[src/rtl/wave_reader.sv]
// Waveform memory read initiator: a divided tick advances a phase accumulator
// that addresses a 1-clk-latency ROM; returned samples are presented with a strobe.
module wave_reader #(
  parameter int ADDR_W  = 12,
  parameter int DATA_W  = 12,
  parameter int PHASE_W = 24,
  parameter int DIV_W   = 16
) (
  input  logic               clk,
  input  logic               rst,
  input  logic               enable,
  input  logic               phase_clr,
  input  logic [PHASE_W-1:0] freq_word,
  input  logic [DIV_W-1:0]   rate_div,
  output logic [ADDR_W-1:0]  address,
  input  logic [DATA_W-1:0]  sample_in,
  output logic [DATA_W-1:0]  sample_out,
  output logic               sample_valid
);

  logic [PHASE_W-1:0] phase_q, phase_d;
  logic [DIV_W-1:0]   div_q, div_d;
  logic [ADDR_W-1:0]  addr_q, addr_d;
  logic [1:0]         pipe_q, pipe_d;
  logic [DATA_W-1:0]  sample_q, sample_d;
  logic               valid_q, valid_d;
  logic               tick;

  assign tick = enable & (div_q == rate_div);

  // A clear wins over a coincident tick: no increment and no read is issued.
  always_comb begin
    phase_d = phase_q;
    div_d   = div_q;
    addr_d  = addr_q;
    if (phase_clr) begin
      phase_d = '0;
      div_d   = '0;
      addr_d  = '0;
    end else if (tick) begin
      phase_d = phase_q + freq_word;
      div_d   = '0;
      addr_d  = phase_d[PHASE_W-1 -: ADDR_W];
    end else if (enable) begin
      div_d = div_q + DIV_W'(1);
    end
  end

  // pipe_q[0]: address presented to memory; pipe_q[1]: memory data now valid.
  always_comb begin
    pipe_d   = {pipe_q[0], tick & ~phase_clr};
    valid_d  = pipe_q[1];
    sample_d = pipe_q[1] ? sample_in : sample_q;
  end

  always_ff @(posedge clk or posedge rst) begin
    if (rst) begin
      phase_q  <= '0;
      div_q    <= '0;
      addr_q   <= '0;
      pipe_q   <= '0;
      sample_q <= '0;
      valid_q  <= 1'b0;
    end else begin
      phase_q  <= phase_d;
      div_q    <= div_d;
      addr_q   <= addr_d;
      pipe_q   <= pipe_d;
      sample_q <= sample_d;
      valid_q  <= valid_d;
    end
  end

  assign address      = addr_q;
  assign sample_out   = sample_q;
  assign sample_valid = valid_q;

endmodule
[config.mk]
export PLATFORM = sky130hd
export DESIGN_NAME = wave_reader
export DESIGN_NICKNAME = d
export VERILOG_FILES = /design/src/rtl/wave_reader.sv
export SDC_FILE = /design/constraint.sdc
export NUM_CORES = 1
export LEC_CHECK = 0
export BUFFER_PORTS_ARGS = -buffer_cell sky130_fd_sc_hd__buf_2
export CORE_MARGIN = 2
export CORE_UTILIZATION = 45
export DETAILED_ROUTE_END_ITERATION = 10
export HOLD_SLACK_MARGIN = 0.05
export PLACE_DENSITY_LB_ADDON = 0.1
export SLEW_MARGIN = 20
export SYNTH_ARGS = -nofsm -noshare
export SYNTH_HDL_FRONTEND = slang
export SYNTH_SLANG_ARGS = --single-unit
[constraint.sdc]
create_clock -name clk -period 3 [get_ports clk]
set_input_delay 0.75 -clock clk [delete_from_list [all_inputs] [get_ports clk]]
set_output_delay 0.75 -clock clk [all_outputs]
set_load 0.02 [all_outputs]
==> results.md <==
- The run finished with clean final reports.
- The total routing resource utilization after global routing is 19.9%.
- Setup violations remaining at the end of the flow were counted as 0.
- The average wire per standard cell is 14.6 um.
- Detailed placement ended at an HPWL of 6400 um.
- The post-CTS setup buffer count is 0.
- The critical path data arrival time is 3.05 ns.
- Across the routed clock network, the largest skew measured is 0.00794 ns.
- The via density per instance is 5.35.
- The slew of the pin with the lowest slew margin is 0.586 ns.
- The data required time at the worst endpoint is 3.25 ns.
- The timing-limited maximum frequency is 357 MHz.
- The detailed-routed wire length on met2 is 4070 um.
- The register-to-register setup slack is 0.34 ns.
- The final instance area is 4350 um2.
- The number of inserted diodes is 0.
- The worst path uses 93.4% of the clock period.
- Hold is met by 0.363 ns.
- The synthesized netlist contains 50 unique library cells.
- The routability-driven placement congestion ratio is 0.814.
- Fill cells in the final layout number 790.
- The synthesized design spends more area on one cell type than any other, namely dfrtp_1.
- Summing all placed instances gives a cell area of 4250 um2.
- The final-report max-slew violation count is 0.
- Overall power consumption after layout is estimated at 1.37 mW.
- Of the total synthesized cell area, the portion taken by XOR and XNOR cells is 11.3%.
- The overall via count from detail_route is 3,167.
- Of the total power, the share spent switching nets is 27.7%.
- The routed design has 8660 um of wire.
- Setup repair after global routing left no endpoint under its margin.
- Counting every net in the synthesized netlist gives 492.
- The count of buffers added on input and output ports is 80.
- The number of cells on the worst reg-to-reg path is 10.
- The post-layout net count is 567.
- The critical path goes through buf_2 -> ha_1 -> fa_1 -> a21o_1 -> a31oi_1 -> nor3_1 -> a311oi_2 -> a2111oi_0 -> o21ai_0 -> nand3b_1 -> a21oi_1.
- After clock tree synthesis, the flow added hold-fix buffers numbering 0.
- The share of total power dissipated in sequential elements is 54.6%.
- The average instance area after synthesis is 9.05 um2.
- The post-synthesis async set-or-reset flop share is 100%.
- The share of the Yosys chip area taken by registers is 37.0%.
- Summing the areas of all fa, ha and maj instances in the mapped netlist gives 8.61% of the synthesized area.
- Summed over all nets, wire length on met3 after detailed routing comes to 369 um.
- The delay of the slowest critical-path stage is 0.41 ns.
- The power density normalized to cell area is 314 nW/um2.
- The startpoint type of the worst setup path is a primary input.
- By count the netlist is led by nand2_1 (59), dfrtp_1 (55), a21oi_1 (34), nor2_1 (34), xor2_1 (25).
- The classification of the worst-slack hold path is flip-flop to flip-flop.
- The sort of element at the end of the critical path is a flip-flop.
- The clock insertion delay at the later pin of the skew report is 0.32 ns.
- The compound-cell area share of the yosys netlist is 16.2%.
- The post-synthesis sequential element count is 55.
- The cell with the biggest individual delay on the critical path is fa_1.
- The detail route stage leaves a number of antenna-violating nets equal to 0.
- The area enclosed by the die boundary is 9010 um2.
- The initial utilization of the core area, before any placement, comes to 45.9%.
- In the synthesized netlist, the number of instances is 411.
- The main combinational cell family by area after synthesis is simple AND/OR/NAND/NOR gates.
- The portion of netlist area occupied by mux cells is 4.24%.
- The die is 94.9 um tall.
- The proportion of layout cells with a drive suffix above 1 is 26.3%.
- The CTS clock-pin slew for the worst setup and hold paths is 0.11 ns.
- The H-tree generated during clock tree synthesis spans 2 levels.
- The most common cell in the synthesized netlist is nand2_1.
- The kind of cell adding the most delay to the critical path is compound AO/OA/AOI/OAI gates.
- The starting DRC count in detailed routing is 122.
- Of all nets on the critical path, the largest fanout is 3.
- TritonCTS created 5 clock buffers.
- The relative contribution of the clock network to total power is 33.7%.
- The area of the mapped netlist is 3720 um2.
- The combinational share of power is 11.6%.
- The net switching power is 0.378 mW.
- The category of the most critical setup path is primary input to flip-flop.
- The worst slew margin relative to its limit is 59.9%.
- The placement row count is 33.
- The first detailed-routing pass took 4 iterations.
- For this design the static power due to leakage is 2.23 nW.
- The count of yosys warnings during synthesis is 0.
- The floorplan step set the die width to 94.9 um.
- The number of enable-type register cells in the synthesized netlist is 0.
- The initial antenna violation count came to 0.
- The critical path runs through a total of 11 cells.
- For this run, design rule violations remaining after detail routing come to 0.
- The number of buffers on the longest clock path is 2.
- The number of primary I/O pins is 81.
- Once the clock tree was built, the resizer swapped 0 gates to a different size.
- The proportion of netlist area held by the largest area contributor is 37.0%.
- The top routing layer in use is met4.
- The internal power is 0.988 mW.
- Compared with the post-synthesis result, the final layout area differs by 17.1%.
- Yosys attributes the largest share of cell area to dfrtp_1 (37%), ha_1 (8.1%), nand2_1 (6.0%).
- In this run the standard cell core region covers 8090 um2.
- Global routing finished with a remaining overflow of 0.
- The minimum clock period after layout is 2.80 ns.
- The synthesized-area fraction occupied by and/or/nand/nor cells is 17.9%.
- The dominant synthesized flop cell is dfrtp_1.
- The first-pass GRT wire length is 14,200 um.
- Entering global routing, the biggest net connects 56 pins.
- The buffers plus inverters on the worst setup path is 1.
- TritonCTS built the clock tree.
- The final hold violation count is 0.
- Max-cap violations in this run came to 0.
- After detailed routing, the wire length on met1 is 4110 um.
- The clock sink count is 55.
- The tree is rooted in a clkbuf_8.
- The via count of the first global-routing pass came to 3,021.
- The maximum VDD drop is 0.207 mV.
- The worst hold path passes through 0 cells.
[worst paths after layout]
| path | start | end |
|---|---|---|
| setup / recovery | freq_word[0] | phase_q[22] |
| hold / removal | pipe_q[0] | pipe_q[1] |
| setup reg to reg | phase_q[0] | phase_q[22] |
| hold reg to reg | pipe_q[0] | pipe_q[1] |
| max in group asynchronous | rst | phase_q[14] |
| min in group asynchronous | rst | pipe_q[0] |
[state kept, by name, summed over array words and instances (netlist names)]
register / count
sample_out: 12
phase_q: 24
div_q: 16
pipe_q: 2
sample_valid: 1
[final cells by class]
type / count / area, um2 / area share, %
multi-input combinational: 321 / 2180 / 50.0
sequential: 55 / 1380 / 31.6
timing repair buffer: 99 / 556 / 12.8
tap: 105 / 131 / 3.02
clock buffer: 5 / 68.8 / 1.58
clock inverter: 3 / 27.5 / 0.632
inverter: 4 / 15.0 / 0.345
[placed cells by master (no fill, tap or decap), types with 2 or more instances in the layout]
cell type / instances
buf_2: 80
nand2_1: 59
dfrtp_1: 55
a21oi_1: 34
nor2_1: 34
xor2_1: 25
ha_1: 24
xnor2_1: 23
buf_4: 18
a21o_1: 17
mux2_2: 14
nand3_1: 13
o21ai_0: 10
nor3_1: 6
nand4_1: 5
a31oi_1: 5
a211oi_1: 5
clkbuf_8: 5
or4_1: 4
and3_1: 4
and4_1: 3
and2_1: 3
inv_1: 3
a211o_1: 2
nor2b_1: 2
nand3b_1: 2
nand2b_1: 2
o21a_1: 2
[stage by stage]
stage	cells	TNS, ns	utilization (%)	worst slack [ns]
4_1_cts	592	0	53.7	0.157
6_report	592	0	53.8	0.199
2_1_floorplan	411	0	-	0.0988
3_3_place_gp	584	-0.0990	52.5	-0.0962
5_1_grt	592	0	53.8	0.00843
3_5_place_dp	584	-0.176	52.5	-0.160
[metal layers]
layer / vias up / track usage [%]
met5: - / 0
met4: 0 / 4.83
met3: 10 / 3.35
met2: 57 / 32.9
met1: 1510 / 27.1
li1: 1590 / -
[power by group through the flow]
stage / Sequential [mW] / Clock [mW] / Combinational [mW]
finish: 0.746 / 0.461 / 0.159
global route: 0.746 / 0.506 / 0.178
CTS: 0.746 / 0.484 / 0.160
detailed placement: 0.760 / 0 / 0.160
global placement: 0.760 / 0 / 0.158
floorplan: 0.759 / 0 / 0.0875
[logic make-up (layout without fill, tap and decap cells)]
group | Yosys count | count (layout)
muxes | 14 | 14
xor gates and xnor gates | 48 | 48
DFF | 55 | 55
adders and majority gates | 25 | 25
AOI/OAI and AO/OA | 92 | 92
buffers and inverters | 35 | 111
and+or+nand+nor | 142 | 142
No activity file was read; power rests on OpenSTA's default activity.
